[src/rtl/cpu_types_pkg.sv]
// Shared CPU/cache types: word type, dcache address breakdown and snoop FSM states.
package cpu_types_pkg;

  typedef logic [31:0] word_t;

  localparam int DTAG_W = 26;
  localparam int DIDX_W = 3;

  typedef struct packed {
    logic [DTAG_W-1:0] tag;
    logic [DIDX_W-1:0] idx;
    logic              blkoff;
    logic [1:0]        bytoff;
  } dcachef_t;

  typedef enum logic [2:0] {
    IDLE,
    LOOKUP,
    SUPPLY0,
    SUPPLY1,
    UPDATE,
    DONE
  } snoop_state_t;

endpackage

[src/rtl/snoop_tag_match.sv]
// Combinational WAYS-way tag compare for the snoop responder.
// Scans from the highest way down so the lowest-numbered hitting way wins.
module snoop_tag_match
  import cpu_types_pkg::*;
#(
  parameter int WAYS  = 2,
  parameter int WAY_W = 1
) (
  input  logic [DTAG_W-1:0] tag,
  input  logic [DTAG_W-1:0] way_tag   [WAYS],
  input  logic              way_valid [WAYS],
  input  logic              way_dirty [WAYS],
  output logic              hit,
  output logic [WAY_W-1:0]  hit_way,
  output logic              hit_dirty
);

  always_comb begin
    hit       = 1'b0;
    hit_way   = '0;
    hit_dirty = 1'b0;
    for (int w = WAYS - 1; w >= 0; w--) begin
      if (way_valid[w] && (way_tag[w] == tag)) begin
        hit       = 1'b1;
        hit_way   = WAY_W'(w);
        hit_dirty = way_dirty[w];
      end
    end
  end

endmodule

[src/rtl/dcache_snoop_responder.sv]
// L1 dcache snoop responder: looks up snooped blocks, supplies dirty data cache-to-cache
// and downgrades (M->S) or invalidates the block. Optional SNOOP_COUNTERS_EN adds hit/c2c counters.
module dcache_snoop_responder
  import cpu_types_pkg::*;
#(
  parameter  int WAYS  = 2,
  parameter  int SETS  = 8,
  localparam int IDX_W = $clog2(SETS),
  localparam int WAY_W = (WAYS > 1) ? $clog2(WAYS) : 1
) (
  input  logic              CLK,
  input  logic              nRST,
  input  logic              ccwait,
  input  logic              ccinv,
  input  word_t             ccsnoopaddr,
  input  logic              dwait,
  output logic              ccwrite,
  output word_t             snoop_dstore,
  output logic              snoop_busy,
  output logic [IDX_W-1:0]  tag_idx,
  input  logic [DTAG_W-1:0] way_tag   [WAYS],
  input  logic              way_valid [WAYS],
  input  logic              way_dirty [WAYS],
  output logic [WAY_W-1:0]  data_way,
  output logic              data_blkoff,
  input  word_t             data_rdata,
  output logic              upd_en,
  output logic [IDX_W-1:0]  upd_idx,
  output logic [WAY_W-1:0]  upd_way,
  output logic              upd_valid,
  output logic              upd_dirty
`ifdef SNOOP_COUNTERS_EN
  ,
  output logic [31:0]       snoop_hit_count,
  output logic [31:0]       c2c_count
`endif
);

  snoop_state_t      state, next_state;
  logic [DTAG_W-1:0] tag_q;
  logic [IDX_W-1:0]  idx_q;
  logic              inv_q;
  logic [WAY_W-1:0]  way_q;

  dcachef_t          snoop_f;
  logic              unused_offsets;
  logic              hit, hit_dirty;
  logic [WAY_W-1:0]  hit_way;

  assign snoop_f        = dcachef_t'(ccsnoopaddr);
  assign unused_offsets = ^{snoop_f.blkoff, snoop_f.bytoff};

  snoop_tag_match #(.WAYS(WAYS), .WAY_W(WAY_W)) u_match (
    .tag       (tag_q),
    .way_tag   (way_tag),
    .way_valid (way_valid),
    .way_dirty (way_dirty),
    .hit       (hit),
    .hit_way   (hit_way),
    .hit_dirty (hit_dirty)
  );

  // Address and ccinv are captured only on request acceptance; later changes are ignored.
  always_ff @(posedge CLK or negedge nRST) begin
    if (!nRST) begin
      state <= IDLE;
      tag_q <= '0;
      idx_q <= '0;
      inv_q <= 1'b0;
      way_q <= '0;
    end else begin
      state <= next_state;
      if (state == IDLE && ccwait) begin
        tag_q <= snoop_f.tag;
        idx_q <= IDX_W'(snoop_f.idx);
        inv_q <= ccinv;
      end
      if (state == LOOKUP && hit) begin
        way_q <= hit_way;
      end
    end
  end

  always_comb begin
    next_state   = state;
    ccwrite      = 1'b0;
    snoop_dstore = '0;
    tag_idx      = '0;
    data_way     = '0;
    data_blkoff  = 1'b0;
    upd_en       = 1'b0;
    upd_idx      = '0;
    upd_way      = '0;
    upd_valid    = 1'b0;
    upd_dirty    = 1'b0;
    snoop_busy   = (state != IDLE) | ccwait;

    unique case (state)
      IDLE: begin
        if (ccwait) next_state = LOOKUP;
      end
      LOOKUP: begin
        tag_idx = idx_q;
        if (!ccwait)                next_state = IDLE;
        else if (hit && hit_dirty)  next_state = SUPPLY0;
        else if (hit && inv_q)      next_state = UPDATE;
        else                        next_state = DONE;
      end
      SUPPLY0, SUPPLY1: begin
        tag_idx      = idx_q;
        ccwrite      = 1'b1;
        data_way     = way_q;
        data_blkoff  = (state == SUPPLY1);
        snoop_dstore = data_rdata;
        if (!ccwait)     next_state = IDLE;
        else if (!dwait) next_state = (state == SUPPLY0) ? SUPPLY1 : UPDATE;
      end
      UPDATE: begin
        // A read snoop leaves the block Shared; an invalidating snoop drops it.
        tag_idx    = idx_q;
        upd_en     = 1'b1;
        upd_idx    = idx_q;
        upd_way    = way_q;
        upd_valid  = ~inv_q;
        next_state = DONE;
      end
      DONE: begin
        tag_idx = idx_q;
        if (!ccwait) next_state = IDLE;
      end
      default: next_state = IDLE;
    endcase
  end

`ifdef SNOOP_COUNTERS_EN
  always_ff @(posedge CLK or negedge nRST) begin
    if (!nRST) begin
      snoop_hit_count <= '0;
      c2c_count       <= '0;
    end else begin
      if (state == LOOKUP && hit)                     snoop_hit_count <= snoop_hit_count + 32'd1;
      if (state == SUPPLY1 && next_state == UPDATE)   c2c_count       <= c2c_count + 32'd1;
    end
  end
`endif

endmodule

[config.mk]
export PLATFORM = sky130hd
export DESIGN_NAME = dcache_snoop_responder
export DESIGN_NICKNAME = d
export VERILOG_FILES = /design/src/rtl/cpu_types_pkg.sv /design/src/rtl/snoop_tag_match.sv /design/src/rtl/dcache_snoop_responder.sv
export SDC_FILE = /design/constraint.sdc
export NUM_CORES = 1
export LEC_CHECK = 0
export ABC_AREA = 1
export ABC_CLOCK_PERIOD_IN_PS = 1700
export BUFFER_PORTS_ARGS = -buffer_cell sky130_fd_sc_hd__buf_2
export CORE_UTILIZATION = 33
export CTS_CLUSTER_SIZE = 30
export DETAILED_ROUTE_END_ITERATION = 10
export PLACE_DENSITY = 0.67
export RECOVER_POWER = 100
export SLEW_MARGIN = 20
export SYNTH_ARGS = -nofsm -noshare
export SYNTH_HDL_FRONTEND = slang
export SYNTH_SLANG_ARGS = --single-unit
[constraint.sdc]
create_clock -name CLK -period 1.7 [get_ports CLK]
set_clock_uncertainty 0.15 [all_clocks]
set_input_delay 0.085 -clock CLK [delete_from_list [all_inputs] [get_ports CLK]]
set_output_delay 0.085 -clock CLK [all_outputs]
set_load 0.01 [all_outputs]
### After elaboration in Yosys (flattened, before gate mapping)

Cells that the tools add are included.

* reductions and logical operators: 11
* equality and inequality tests: 10
* bitwise operators: 2
* muxes and demuxes: 23

Operator list (count)
* equality test 26 bit: 2
* 2-to-1 mux 32 bit: 1
* 2-to-1 mux 3 bit: 9
* one-hot mux 3 bit (5 select lines): 1
* 2-to-1 mux 1 bit: 12
* equality test 3 x 2 -> 1 bit, second input constant: 2
* equality test 3 bit, second input constant: 2
* logical AND 1 bit: 6
* OR reduction 5 bit: 1
* != test 2 bit, second input constant: 2
* equality test 3 x 1 -> 1 bit, second input constant: 1
* logical NOT 3 bit: 1
* != test 3 bit, second input constant: 1
* AND reduction 3 bit: 1
* nonzero test 3 bit: 1
* OR reduction 2 bit: 1
* NOT 1 bit: 1
* OR 1 bit: 1

* output and inout bits: 46
* bits in registers: 34
* input port bits: 125
* logic and storage cells: 51

### Depth between registers and ports, before layout

Gate-level depths: netlist of run 1.

* word-level depth: 9
* gate-level depth with buffers: 15
* mapped depth without buffers: 15

### Hierarchy

A second synthesis of run 1 with hierarchy kept.

* cell total of the unflattened synthesis: 518
* area total of the unflattened synthesis: 2915.3 um^2

Modules (own cells, without submodules)
* dcache_snoop_responder: area an instance 1835.5 um^2, cells an instance 258, seq. area each 850.8 um^2, instances 1
* snoop_tag_match: area an instance 1079.8 um^2, cells an instance 260, seq. area each 0.0 um^2, instances 1

### Least setup slack after synthesis of run 1

OpenSTA, ideal clock, no wires.

* kind: reg2reg
* start: register tag_q[1]
* end: register state[2]
* setup time: 118 ps
* path buffers: 0
* path slack: 171 ps
* clock period less this slack: 1529 ps
* stages on the path, launching flop included: 15
* required time: 1432 ps
* arrival: 1261 ps
* cells stage by stage: dfrtp_1 > inv_1 > nand2_1 > nand2_1 > nand2_1 > nor2_1 > nand3_2 > nor2_2 > nand2_1 > nand2_1 > nand2_2 > nand2_1 > nand3_1 > nand2_1 > nand2_1

* cells in the longest elaborated chain, start to end: 8
* elaborated cells on any way between the ends: 12
* those cells by class: 2 x eq/ne; 7 x mux; 3 x reduce/logical

RTL lines
* start: declaration: RTL line dcache_snoop_responder.sv:40 `logic [DTAG_W-1:0] tag_q;`
* start signal: assignment: RTL line dcache_snoop_responder.sv:74 `tag_q <= snoop_f.tag;`
* equality test 26 bit: RTL line snoop_tag_match.sv:23 `if (way_valid[w] && (way_tag[w] == tag)) begin`
* logical AND 1 bit: RTL line snoop_tag_match.sv:23
* 2-to-1 mux 1 bit (2 in a row): RTL line snoop_tag_match.sv:23
* logical AND 1 bit (*): RTL line dcache_snoop_responder.sv:105 `else if (hit && hit_dirty) next_state = SUPPLY0;`
* 2-to-1 mux 3 bit (*): RTL line dcache_snoop_responder.sv:105
* 2-to-1 mux 3 bit (*): RTL line dcache_snoop_responder.sv:104 `if (!ccwait) next_state = IDLE;`
* one-hot mux 3 bit (5 select lines) (*): RTL line dcache_snoop_responder.sv:98 `unique case (state)`
* end signal: assignment: RTL line dcache_snoop_responder.sv:72 `state <= next_state;`
* end: declaration: RTL line dcache_snoop_responder.sv:39 `snoop_state_t state, next_state;`

Mark *: on every way between the ends. The rest lies on a longest branch, timed or not.
A chain may end at the register's enable or synchronous reset.

### Worst setup path after layout of run 1

* start: register state[1]
* end: register tag_q[24]

* cells in the longest elaborated chain, start to end: 2

RTL lines
* logical NOT 3 bit: RTL line dcache_snoop_responder.sv:73 `if (state == IDLE && ccwait) begin`
* logical AND 1 bit: RTL line dcache_snoop_responder.sv:73

Every way passes these cells.

==> results.md, run 1 <==
- Area grow syn2layout: 57.1%
- Total of max-cap violations: 0
- Post-Syn Area per Cell: 5.78 um^2
- P per Cell Area: 1040 mW/mm^2
- Most frequent CP cell: nor2_1
- Crit path kind: flip-flop to flip-flop
- Tcrit/Tclk final: 106%
- CTS root buf: clkbuf_8
- Final nets: 797
- Tightest Hold Check Type: primary input to flip-flop
- Setup Viol. Count Final: 63
- CTS tree: done
- Vias in the first global route: 3,237
- Synth Register Bits: 34
- Buf/Inv on CP: 2
- Area contributors post-synth: dfrtp_1 32%, nand2_1 19%, inv_1 14%
- Syn_nets: 586
- Library cells used by synthesis: 26
- RSZ-0062 raised after global routing: yes
- Crit path launch type: flip-flop
- First-pass GRT wire length: 13.9 mm
- Leakage: 2.65 nW
- Top_reg_cell synth: dfrtp_1
- Relative slew slack: 38.7%
- Final core occ: 53.9%
- Overflow left after global routing: 0
- CP Cell Sequence: nor2_1 > inv_1 > nor2_1 > nand2_2 > buf_12 > nor2_1 > a21oi_1
- Outcome: complete, but fails checks
- Most frequent cell after synthesis: nand2_1
- Area leader, netlist: dfrtp_1
- EDFF count, synth: 0
- Worst setup EP type: flip-flop
- Clock Latency Late Sink: 280 ps
- Max Slew Vio Count: 0
- Via-per-instance ratio: 4.24
- DP Worst Slack: -76.5 ps
- Slew @ Worst Pin: 919 ps
- Gpl congestion: 0.939
- Ports: 171
- Iter 0 DRT Violations: 132
- DR WL/cell: 11.0 um
- Slowest cell on crit path: dfrtp_1
- Max clock buf depth: 2
- CTS sink cnt: 34
- Core box area: 0.00777 mm^2
- Hpwl dp: 6.48 mm
- Arr. time, crit path: 1820 ps
- Largest net degree at the start of global routing: 35
- Yosys warns: 0
- DRC Markers: 0
- Post-Syn Instances: 461
- Critical path required time: 1730 ps
- Post-synth top area share: 31.9%
- Min cycle time layout: 1790 ps
- Die width: 91.8 um
- Final WL: 8.50 mm
- Fmax: 0.557 GHz
- Failing checks: negative setup slack
- Sequential element share of the synthesized area: 31.9%
- Initial antenna violation count: 0
- Delay-heaviest family, CP: simple AND/OR/NAND/NOR gates
- Row count: 32
- Max IR drop VDD: 588 uV
- Worst-path clk slew: 80 ps
- Die H: 91.8 um
- Inserted Diodes: 0
- Layout cells sized above 1: 34.2%
- Drt first pass iters: 7
- Mapped Area: 0.00266 mm^2
- Input/output buffers: 166
- Synth async-reset ratio: 100%
- TritonCTS buffer count: 5
- Via count: 3,286
- Critical path peak fanout: 32
- Final hold violations: 0
- DIE AREA: 0.00844 mm^2
- H-Tree Depth: 2
- Top cell types by occurrence after synthesis: 133 x nand2_1, 96 x inv_1, 93 x nor2_1, 34 x dfrtp_1, 27 x a21oi_1
- Gr usage total: 20.5%
- Setup ws final: -93.8 ps
- Crit-path max cell delay: 410 ps
- Initial Util: 34.3%
- DRT antenna net count: 0
-- cells by family (layout without fill, tap and decap cells) --
logic type | count (synthesis) | in the layout | share of synthesized area, %
simple gates | 252 | 252 | 37.8
buf+inv | 126 | 338 | 18.1
flops | 34 | 34 | 31.9
compound gates | 31 | 31 | 6.11
xor+xnor | 13 | 13 | 4.27
mux | 4 | 4 | 1.69
other cells | 1 | 1 | 0.141
-- sequential cells by signal, indices dropped and copies added (netlist names) --
| signal | count |
|---|---|
| state | 3 |
| way_q | 1 |
| idx_q | 3 |
| inv_q | 1 |
| tag_q | 26 |
-- layout make-up --
cell class                 instances  area (um^2)
fill                             780         3580
multi-input combinational        301         1400
timing repair buffer             214         1290
sequential                        34          851
inverter                         116          435
tap                              102          128
clock buffer                       6         72.6
clock inverter                     2         13.8
-- where the power goes --
group	switching (mW)	internal [mW]	total, mW
sequential	0.347	1.17	1.52
clock	0.320	0.290	0.610
combinational	1.23	1.01	2.24
-- worst paths after layout --
| path | from | to | slack [ps] | cells past startpoint |
|---|---|---|---|---|
| setup / recovery | state[1] | tag_q[24] | -90 | 7 |
| hold / removal | way_dirty[1] | state[0] | 170 | 7 |
| setup reg to reg | state[1] | tag_q[24] | -90 | 7 |
| hold reg to reg | idx_q[1] | idx_q[1] | 390 | 2 |
| max in group asynchronous | nRST | way_q | 410 | 3 |
| min in group asynchronous | nRST | tag_q[8] | 410 | 3 |
-- placed cells by master, fill, tap and decap left out, types with 2 or more instances in the layout --
master and n:
a21oi_1 26, buf_2 164, buf_4 11, clkbuf_1 3
clkbuf_8 5, dfrtp_1 34, dlygate4sd3_1 34, inv_1 95
inv_2 20, mux2_2 4, nand2_1 132, nand2_2 2
nand3_1 8, nand4_1 5, nor2_1 88, nor2_2 7
nor2_4 4, nor3_1 2, nor3_2 2, o21ai_1 2
xnor2_1 9, xnor2_2 3
-- through the flow --
step | TNS [ps] | power (mW) | instance area, um^2 | hold slack [ps] | std cells
2_1_floorplan | 0 | 2.86 | 2660 | -361 | 461
5_1_grt | -8830 | 4.79 | 4190 | 224 | 775
3_3_place_gp | -50.6 | 3.51 | 3690 | -85.3 | 730
6_report | -2240 | 4.37 | 4190 | 174 | 775
4_1_cts | -252 | 4.33 | 4160 | 146 | 776
3_5_place_dp | -163 | 3.57 | 3690 | -84.2 | 730
-- routing by layer --
layer	GRT usage, %	wire length [um]	part of all wire (%)
met1	24.1	3550	42
met4	5.47	128	1.5
met5	0	0	0
met2	37.9	4340	51
met3	3.65	474	5.6
-- worst register-to-register path, stage by stage (launching register included) --
cell and delay (ps):
dfrtp_1 410, nor2_1 180, inv_1 110, nor2_1 180
nand2_2 240, buf_12 260, nor2_1 120, a21oi_1 50
-- timing repair --
| action | in CTS | in global routing |
|---|---|---|
| pin swaps | 14 | 14 |
| setup buffers | 4 | 0 |
| endpoints found under the setup margin | 41 | 62 |
| hold buffers | 34 | 0 |
| hold endpoints to repair | 66 | 0 |
| resized for setup | 4 | 15 |
Power figures use the tool's default switching activity.
==> inputs of run 2 (changes only) <==
ABC_AREA = not set   (was 1)
PLACE_DENSITY = 0.69   (was 0.67)
RECOVER_POWER = not set   (was 100)
==> run 2 against run 1 <==
Net effect: the run still ends with negative setup slack left; sequential power is 12% lower; sequential share of layout area is 3.7 points lower; core utilization is 20 points higher; highest routed layer unchanged; global-route usage is 2.9 points higher; synthesized cell count is 48% lower; synthesized area is 11% lower; first-iteration DRC count is 64% lower.
==> results.md, run 2 <==
- Sequential element share of the synthesized area: 35.7% (+3.8 points)
- CTS tree: done
- TritonCTS buffer count: 5 (unchanged)
- Reg2Reg Setup Slack: -420 ps (-330 ps)
- Largest net degree at the start of global routing: 35 (unchanged)
- Failing checks: negative setup slack
- Final WL: 10.0 mm (+18%)
- Sw Pwr: 1.60 mW (-16%)
- Final nets: 636 (-20%)
- Arr. time, crit path: 2150 ps (+330 ps)
- Clock Latency Late Sink: 290 ps (about the same)
- CP startpoint: tag_q[0]
- First-pass GRT wire length: 13.1 mm (-5.6%)
- Cells on worst reg2reg path: 5 (-2)
- DRT antenna net count: 0 (unchanged)
- Area grow syn2layout: 114%
- Syn_nets: 363 (-38%)
- Synth async-reset ratio: 100% (unchanged)
- Max clock buf depth: 2 (unchanged)
- Ports: 171 (unchanged)
- Min cycle time layout: 2120 ps (+327 ps)
- Outcome: complete, but fails checks
- DRC Markers: 0 (unchanged)
- Library cells used by synthesis: 35 (+35%)
- Crit path launch type: flip-flop
- Area contributors post-synth: dfrtp_1 36%, mux2_2 14%, and2_1 11%
- Total of max-cap violations: 0 (unchanged)
- CTS sink cnt: 34 (unchanged)
- Die width: 87.0 um (-5.3%)
- Fmax: 0.471 GHz (-15%)
- EDFF count, synth: 0 (unchanged)
- Post-synth top area share: 35.7% (+3.8 points)
- Post-Syn Instances: 238 (-48%)
- Worst setup EP type: flip-flop
- End of the worst register-to-register path: state[2]
- Hold slack: 56.6 ps (-117 ps)
- Critical path peak fanout: 2 (-94%)
- Crit path kind: flip-flop to flip-flop
- Final hold violations: 0 (unchanged)
- Input/output buffers: 166 (unchanged)
- Synth Register Bits: 34 (unchanged)
- Area leader, netlist: dfrtp_1
- Core box area: 0.00687 mm^2 (-12%)
- Sw frac: 34.6% (-8.9 points)
- Fillcell total: 473 (-39%)
- Gr usage total: 23.3% (+2.9 points)
- Via count: 2,902 (-12%)
- Initial Util: 34.7% (+0.39 points)
- Setup Viol. Count Final: 43 (-32%)
- Post-Syn Area per Cell: 10.0 um^2 (+73%)
- Worst-path clk slew: 70 ps (about the same)
- Dpl cell area: 0.00374 mm^2 (+1.5%)
- Biggest regs: tag_q: 26 flops, idx_q: 3 flops, state: 3 flops
- Leakage: 2.51 nW (-5.5%)
- Top_reg_cell synth: dfrtp_1
- Row count: 30 (-6.3%)
- DIE AREA: 0.00756 mm^2 (-10%)
- Die H: 87.0 um (-5.3%)
- DR WL/cell: 16.4 um (+50%)
- Iter 0 DRT Violations: 48 (-64%)
- Tcrit/Tclk final: 125% (+19 points)
- Total power: 4.61 mW (+5.6%)
- Most frequent cell after synthesis: and2_1
- CTS root buf: clkbuf_8
- Top cell types by occurrence after synthesis: 43 x and2_1, 34 x dfrtp_1, 30 x mux2_2, 28 x xor2_1, 25 x xnor2_1
- Logic pwr share: 57.4% (+6.0 points)
- Cell-internal power: 3.02 mW (+22%)
- Layout cells sized above 1: 68.6% (+34 points)
- RSZ-0062 raised after global routing: yes
- Final instance area: 0.00510 mm^2 (+22%)
- H-Tree Depth: 2 (unchanged)
- Drt first pass iters: 4 (-3)
- Initial antenna violation count: 1 (+1)
- Part of the power in the clock network: 13.6% (-0.4 points)
- Yosys warns: 0 (unchanged)
- Tightest Hold Check Type: primary input to flip-flop
- Worst Setup EP: state[2]
- Max Slew Vio Count: 0 (unchanged)
- Final setup TNS: -4510 ps (-2270 ps)
- Worst flop-to-flop path startpoint: tag_q[0]
- Gpl congestion: 0.864 (-7.9%)
- Overflow left after global routing: 0 (unchanged)
- Commonest non-fill, non-tap cell in the layout: buf_2
- Hpwl dp: 6.65 mm (+2.7%)
- Most frequent cells in the layout: 138 x buf_2, 54 x buf_4, 44 x buf_6
- Max IR drop VDD: 808 uV (+37%)
- Mapped Area: 0.00238 mm^2 (-11%)
- Reg with most FFs: tag_q
- Sequential power share: 29.0% (-5.7 points)
- Critical path required time: 1730 ps (about the same)
- Setup ws final: -421 ps (-327 ps)
- Max reg flops: 26 (unchanged)
- Vias in the first global route: 2,880 (-11%)
- P per Cell Area: 904 mW/mm^2 (-13%)
- Via-per-instance ratio: 4.77 (+12%)
run 2: cell types whose count changed in the layout (fill, tap and decap cells not counted), sizes merged, moves of 3 or more:
cell,change
nand4,+7
nand2,-131
buf,+62
nor4b,+3
and2,+43
nand3,-7
nor2,-96
xnor2,+13
a21oi,-23
xor2,+27
inv,-112
mux2,+26
nor4,+11
run 2: how the worst min path moves through the flow:
stage                            to  cells after the start  start
final                      state[1]                      3  dwait
after global routing       state[1]                      3  dwait
after CTS                  state[1]                      3  dwait
after detailed placement  tag_q[12]                      2   nRST
after global placement    tag_q[15]                      2   nRST
after floorplan            idx_q[0]                      0   nRST
run 2: stage by stage:
step	cells	utilization (%)	setup slack [ps]
3_3_place_gp	547	54.5	-383
6_report	609	74.3	-421
5_1_grt	609	74.3	-522
3_5_place_dp	547	54.5	-452
2_1_floorplan	238	-	-314
4_1_cts	594	65.0	-398
run 2: kinds of logic (layout without fill, tap and decap cells):
family	Yosys count	count (layout)	synth area share [%]
buffers and inverters	13	287	2.36
muxes	30	30	14.2
DFF	34	34	35.7
AOI/OAI and AO/OA	17	17	4.83
and+or+nand+nor	90	90	23.3
xor gates and xnor gates	53	53	19.5
other	1	2	0.157
run 2: power by group through the flow:
stage | Sequential, mW | Combinational, mW | Clock, mW
5_1_grt | 1.37 | 2.83 | 0.673
2_1_floorplan | 1.31 | 0.871 | 0
6_report | 1.34 | 2.65 | 0.629
3_3_place_gp | 1.26 | 1.93 | 0
3_5_place_dp | 1.28 | 1.96 | 0
4_1_cts | 1.29 | 2.13 | 0.644
run 2: routing by layer:
layer | global-route usage [%] | part of all wire, % | routed length [um] | up-vias
met1 | 21.6 | 34 | 3440 | 1348
met3 | 5.40 | 8.1 | 812 | 31
li1 | - | - | - | 1379
met5 | 0 | 0 | 0 | -
met2 | 47.7 | 54 | 5370 | 144
met4 | 10.2 | 4.0 | 398 | 0
run 2: final cells by class:
cell class / count / area (um^2) / area share (%)
repair buffers: 276 / 2060 / 40.4
clock inverters: 1 / 5.00 / 0.0981
flip-flops and latches: 34 / 851 / 16.7
diodes: 1 / 2.50 / 0.0490
multi-input cells: 191 / 1960 / 38.5
clock buffers: 7 / 86.3 / 1.69
inverters: 3 / 13.8 / 0.270
well taps: 96 / 120 / 2.35
run 2: timing repair:
item | 4_1_cts | 5_1_grt
endpoints found under the hold margin | 66 | 0
cloned | 2 | 4
pin swaps | 15 | 37
setup buffers | 3 | 15
endpoints found under the setup margin | 43 | 74
gates resized for setup | 46 | 114
hold buffers | 34 | 0
run 2: worst max-delay path, cell delays in order, from the launching register on:
cell	delay (ps)
dfrtp_1	410
xnor2_1	220
nand4_1	150
or4_4	500
or3_4	380
a31o_1	210
